===== src/rtl/dcache_wb_buffer.sv =====
// ---------------------------------------------------------------------------
// dcache_wb_buffer
//
// Write-back drain buffer that sits between the data-cache controller and the
// memory-side write bus. Dirty 128-bit lines evicted by the controller are
// queued in a small circular FIFO. Each line is then drained as one 4-beat,
// 32-bit burst: an address phase, four data beats, and a write response.
// While a line is queued, its data can be looked up by address, so that a
// refill of that line is served from the buffer instead of from stale memory.
//
// Parameters
//   DEPTH   number of queued lines (power of two, 2 or 4)
//   ADDR_W  byte-address width
//
// Ports
//   clk, rst        clock (rising edge) and synchronous active-low reset
//   wb_valid/ready  controller-side push handshake; wb_ready = not full
//   wb_addr         line base address (bits [3:0] are dropped and stored as 0)
//   wb_data         line data, word0 in [31:0]
//   q_addr          lookup address, compared on bits [ADDR_W-1:4]
//   q_hit, q_data   combinational lookup result; the newest match wins,
//                   and q_data is 0 on a miss
//   aw_*            burst address channel (aw_len is always 3, i.e. 4 beats)
//   w_*             burst data channel, w_last marks beat 3
//   b_valid/ready   write response handshake; retires the head entry
//   empty           no queued lines (used for fence/uncached ordering)
// ---------------------------------------------------------------------------
module dcache_wb_buffer #(
  parameter int DEPTH  = 2,
  parameter int ADDR_W = 32
) (
  input  logic              clk,
  input  logic              rst,
  input  logic              wb_valid,
  output logic              wb_ready,
  input  logic [ADDR_W-1:0] wb_addr,
  input  logic [127:0]      wb_data,
  input  logic [ADDR_W-1:0] q_addr,
  output logic              q_hit,
  output logic [127:0]      q_data,
  output logic              aw_valid,
  input  logic              aw_ready,
  output logic [ADDR_W-1:0] aw_addr,
  output logic [7:0]        aw_len,
  output logic              w_valid,
  input  logic              w_ready,
  output logic [31:0]       w_data,
  output logic              w_last,
  input  logic              b_valid,
  output logic              b_ready,
  output logic              empty
);

  localparam int PW = $clog2(DEPTH);
  localparam logic [PW:0] PTR_ONE = (PW+1)'(1);

  typedef enum logic [1:0] {
    S_IDLE,
    S_AW,
    S_W,
    S_B
  } state_e;

  state_e            state_q, state_d;
  logic [1:0]        beat_q, beat_d;
  logic [PW:0]       wptr_q, wptr_d;
  logic [PW:0]       rptr_q, rptr_d;
  logic [DEPTH-1:0]  valid_q, valid_d;
  logic [ADDR_W-1:0] addr_q [DEPTH];
  logic [ADDR_W-1:0] addr_d [DEPTH];
  logic [127:0]      data_q [DEPTH];
  logic [127:0]      data_d [DEPTH];

  logic [PW-1:0]     widx;
  logic [PW-1:0]     ridx;
  logic [PW-1:0]     lk_idx;
  logic              full;
  logic              push;
  logic              pop;
  logic [127:0]      head_data;
  logic              unused_bits;

  // The extra pointer bit tells full (same index, different lap) apart from
  // empty (identical pointers).
  assign widx  = wptr_q[PW-1:0];
  assign ridx  = rptr_q[PW-1:0];
  assign full  = (wptr_q[PW] != rptr_q[PW]) && (widx == ridx);
  assign empty = (wptr_q == rptr_q);

  // wb_ready depends only on registered pointers, so a push can never ride on
  // the same cycle's response to squeeze into a full buffer.
  assign wb_ready = ~full;
  assign push     = wb_valid & ~full;
  assign pop      = (state_q == S_B) & b_valid;

  // The byte offset within a line carries no information here.
  assign unused_bits = ^{wb_addr[3:0], q_addr[3:0]};

  // FIFO storage: a push fills the tail slot, a response retires the head.
  // Both may happen in one cycle; since push needs not-full and pop needs
  // not-empty, they always touch different slots.
  always_comb begin
    wptr_d  = wptr_q;
    rptr_d  = rptr_q;
    valid_d = valid_q;
    addr_d  = addr_q;
    data_d  = data_q;
    if (push) begin
      addr_d[widx]  = {wb_addr[ADDR_W-1:4], 4'h0};
      data_d[widx]  = wb_data;
      valid_d[widx] = 1'b1;
      wptr_d        = wptr_q + PTR_ONE;
    end
    if (pop) begin
      valid_d[ridx] = 1'b0;
      rptr_d        = rptr_q + PTR_ONE;
    end
  end

  // Drain sequencer: address, four beats, response, then one idle cycle
  // before the next line's address goes out.
  always_comb begin
    state_d  = state_q;
    beat_d   = beat_q;
    aw_valid = 1'b0;
    w_valid  = 1'b0;
    b_ready  = 1'b0;
    case (state_q)
      S_IDLE: begin
        if (!empty) begin
          state_d = S_AW;
        end
      end
      S_AW: begin
        aw_valid = 1'b1;
        if (aw_ready) begin
          state_d = S_W;
        end
      end
      S_W: begin
        w_valid = 1'b1;
        if (w_ready) begin
          beat_d = beat_q + 2'd1;
          if (beat_q == 2'd3) begin
            state_d = S_B;
          end
        end
      end
      S_B: begin
        b_ready = 1'b1;
        if (b_valid) begin
          beat_d  = 2'd0;
          state_d = S_IDLE;
        end
      end
      default: begin
        state_d = S_IDLE;
      end
    endcase
  end

  // Bus payloads are forced to zero outside their phase; inside a phase they
  // come straight from the head slot and beat counter, which only move on a
  // handshake, so they hold steady under backpressure.
  assign head_data = data_q[ridx];
  assign aw_addr   = aw_valid ? addr_q[ridx] : '0;
  assign aw_len    = 8'd3;
  assign w_data    = w_valid ? head_data[{beat_q, 5'd0} +: 32] : 32'h0;
  assign w_last    = w_valid && (beat_q == 2'd3);

  // Lookup walks the slots from oldest (head) to newest; a later match
  // overwrites an earlier one so the newest copy of a line wins. The head
  // stays valid until its response, so a line being drained is still found.
  always_comb begin
    q_hit  = 1'b0;
    q_data = '0;
    lk_idx = ridx;
    for (int k = 0; k < DEPTH; k++) begin
      lk_idx = ridx + PW'(k);
      if (valid_q[lk_idx] && (addr_q[lk_idx][ADDR_W-1:4] == q_addr[ADDR_W-1:4])) begin
        q_hit  = 1'b1;
        q_data = data_q[lk_idx];
      end
    end
  end

  // State register. Reset abandons any burst in flight; the memory side is
  // reset together with this block.
  always_ff @(posedge clk) begin
    if (!rst) begin
      state_q <= S_IDLE;
      beat_q  <= 2'd0;
      wptr_q  <= '0;
      rptr_q  <= '0;
      valid_q <= '0;
      for (int k = 0; k < DEPTH; k++) begin
        addr_q[k] <= '0;
        data_q[k] <= '0;
      end
    end else begin
      state_q <= state_d;
      beat_q  <= beat_d;
      wptr_q  <= wptr_d;
      rptr_q  <= rptr_d;
      valid_q <= valid_d;
      addr_q  <= addr_d;
      data_q  <= data_d;
    end
  end

endmodule


===== config.mk =====
export PLATFORM = sky130hd
export DESIGN_NAME = dcache_wb_buffer
export DESIGN_NICKNAME = d
export VERILOG_FILES = /design/src/rtl/dcache_wb_buffer.sv
export SDC_FILE = /design/constraint.sdc
export NUM_CORES = 1
export LEC_CHECK = 0
export CELL_PAD_IN_SITES_DETAIL_PLACEMENT = 0
export CELL_PAD_IN_SITES_GLOBAL_PLACEMENT = 2
export CORE_ASPECT_RATIO = 0.8
export CORE_MARGIN = 2
export CORE_UTILIZATION = 31
export DETAILED_ROUTE_END_ITERATION = 6
export PLACE_DENSITY_LB_ADDON = 0.1
export REMOVE_ABC_BUFFERS = 1
export SLEW_MARGIN = 20
export SYNTH_ARGS = -nofsm -noshare
export SYNTH_HDL_FRONTEND = slang
export SYNTH_SLANG_ARGS = --single-unit

===== constraint.sdc =====
create_clock -name clk -period 3.1 [get_ports clk]
set_clock_uncertainty 0.05 [all_clocks]
set_input_delay 0.62 -clock clk [delete_from_list [all_inputs] [get_ports clk]]
set_output_delay 0.62 -clock clk [all_outputs]
set_load 0.02 [all_outputs]

==> flow_metrics.tcl <==
set metrics [dict create \
    status "finished with violations" \
    violations "negative setup slack" \
    area_growth_pct 65.83 \
    synth_top_area_share_pct 29.77 \
    setup_viol 163 \
    io_buffers 384 \
    ys_ff_latch 322 \
    layout_common_cells "nand2_1 (938), a21boi_0 (326), dfxtp_1 (319), buf_4 (269), nand2b_1 (259)" \
    clock_latency_ns 0.56 \
    drcViolationCount 0 \
    clock_power_share_pct 37.0 \
    drive_gt1_share_pct 31.55 \
    worstPathArrival_ns 3.43 \
    root_buffer "clkbuf_16" \
    ys.flop_type "dfxtp_1" \
    critPathCaptureType "output port" \
    htree_levels 2 \
    post-route-period-util_pct 132.3 \
    die_h_microns 240.4 \
    relSlewSlack_pct 64.84 \
    rsz0062_at_grt "true" \
    design.die.area_sq_um 71990 \
    wl_per_cell_microns 25.06 \
    clockBufferDepth 3 \
    fillers 6365 \
    p_sw_share_pct 31.27 \
    antenna_found_initial 14 \
    netlist_area_sq_um 21650 \
    fp.dieW_microns 299.5 \
    via_per_inst 5.430 \
    core_area_sq_um 68970 \
    p_int_w 0.009040 \
    min_period_ns 4.100 \
    hold_viol_final 0 \
    irDropWorstVdd_mv 0.3484 \
    p_per_area_nw_per_um2 366.3 \
    grt_pass1_vias 21970 \
    pin_count 405 \
    async_flop_share_pct 0 \
    numCtsBuffers 41 \
    grt_first_pass_wirelength_mm 140.7 \
    hp-class "input pin to flop" \
    vias 23800 \
    yosys_warnings 0 \
    ant_nets 0 \
    tightestPinTransition_ns 0.5274 \
    leakagePower_nw 12.35 \
    p_sw_w 0.004112 \
    hpwl_mm 58.47 \
    start_kind "flop" \
    dr.pass1.iters 5 \
    rows 86 \
    synth_area_leaders "dfxtp_1 (30%), nand2_1 (17%), a21boi_0 (12%), nand2b_1 (7.5%), mux4_2 (6.7%)" \
    drtIter0Drc 1904 \
    stdcell_count 4384 \
    seq_area_frac_synth_pct 29.77 \
    crit_type "flop to output port" \
    gp_congestion 0.8439 \
    post-place-cells 4110 \
    nets 3626 \
    worst_slack_ns -0.9999 \
    clock-sinks 322 \
    cp.required_ns 2.43 \
    finalMaxSlewViolations 0 \
    track_usage_pct 25.65 \
    fmax_ghz 0.2439 \
    p_comb_share_pct 27.5 \
    avgSynthCellArea_sq_um 7.656 \
    drt-total-wl_mm 109.8 \
    synthCells 2828 \
    p_total_w 0.01315 \
    p_seq_share_pct 35.5 \
    synth_edf_count 0 \
    mostFrequentLayoutCell "nand2_1" \
    start_util_pct 31.39 \
    cap_violations 0 \
    cts.reportedPaths.clkPinSlew_ns 0.06 \
    netlist.top_cell.by_area "dfxtp_1" \
    gr-total-overflow 0 \
    path_max_fanout 7 \
    cts_tree "yes" \
    synthDistinctLibCells 41 \
    grt_max_degree 228 \
]
[logic make-up (layout without fill, tap and decap cells)]
family | Yosys count | after routing | synth area share, %
AND/OR/NAND/NOR | 1273 | 1273 | 25.48
AO/OA/AOI/OAI | 743 | 743 | 26.54
flip-flops | 322 | 322 | 29.77
buffers and inverters | 300 | 911 | 6.062
multiplexers | 121 | 121 | 9.293
XOR/XNOR | 61 | 61 | 2.468
adder cells (fa/ha/maj) | 6 | 6 | 0.3467
other | 2 | 23 | 0.03469
[cell usage after synthesis (all sizes together), types with 2 or more instances]
cell type	n
nand2	952
a21boi	345
dfxtp	322
nand2b	260
clkbuf	191
a22oi	130
a211oi	129
a2bb2oi	128
buf	103
mux4	64
mux2i	57
xnor2	33
nor2	30
xor2	28
nand4	7
nor4	7
ha	6
inv	6
and2	4
nor2b	4
nand3	3
o21ai	3
conb	2
[registers in the layout, summed over array words and instances, names as in the netlist]
signal / count
beat_q: 2
rptr_q: 2
state_q: 2
valid_q: 2
data_q: 256
wptr_q: 2
addr_q: 56
[critical path: stages (launching register included)]
cell       delay (ns)
dfxtp_4          0.36
buf_12           0.14
buf_8            0.13
mux2i_4          0.18
xnor2_2          0.15
nor4_2           0.36
buf_4            0.19
and4b_4          0.26
buf_12           0.15
nand2_8          0.13
buf_12           0.18
clkbuf_16        0.18
a2bb2oi_2        0.15
buf_4            0.15
buf_6            0.11
[metrics by stage]
step,util [%],setup WS (ns),hold slack [ns],cell area [sq um],setup TNS [ns]
detailed placement,40.98,-1.260,0.4251,28260,-151.49
global route,52.04,-1.084,0.4506,35890,-137.66
floorplan,-,-15.38,0.4055,20400,-6473.72
CTS,46.05,-1.064,0.4321,31760,-142.10
global placement,40.98,-1.248,0.4142,28260,-151.45
finish,52.05,-0.9999,0.4362,35900,-125.00
[per-layer routing]
| metal | up-vias | track usage [%] | routed length (microns) |
|---|---|---|---|
| li1 | 10910 | - | - |
| met1 | 11920 | 34.86 | 47980 |
| met2 | 803 | 43.31 | 52060 |
| met3 | 160 | 3.289 | 6948 |
| met4 | 10 | 5.727 | 2694 |
| met5 | - | 0 | 164 |
[path summary, 6_finish.rpt]
check	startpoint	endpoint	slack, ns	cells past startpoint
min	rst	data_q[121]$_SDFFE_PN0P_	0.44	2
min reg2reg	addr_q[44]$_SDFFE_PN0P_	addr_q[44]$_SDFFE_PN0P_	0.44	2
max	rptr_q[0]$_SDFFE_PN0P_	q_data[65]	-1.0	14
max reg2reg	rptr_q[0]$_SDFFE_PN0P_	data_q[168]$_SDFFE_PN0P_	0.18	15
[power groups by stage]
stage	combinational [W]	clock (W)	sequential, W
2_1_floorplan	0.00165	0	0.00482
3_3_place_gp	0.00290	0	0.00474
3_5_place_dp	0.00294	0	0.00476
4_1_cts	0.00308	0.00495	0.00466
5_1_grt	0.00384	0.00511	0.00471
6_report	0.00361	0.00487	0.00467
[timing repair]
action	CTS	global route
cloned	24	48
endpoints found under the setup margin	186	168
setup buffers	44	85
hold buffers	0	0
endpoints found under the hold margin	0	0
gates resized for setup	836	621
pin swaps	25	99
[area by class of cell]
type	instances	area [sq um]	area share, %
tap	924	1156	3.220
multi-input combinational	2216	16810	46.82
inverter	6	22.52	0.06273
clock buffer	63	1229	3.422
clock inverter	7	85.08	0.2370
sequential	322	6455	17.98
antenna	11	27.53	0.07667
timing repair buffer	835	10120	28.18
No activity file was read; power rests on OpenSTA's default activity.
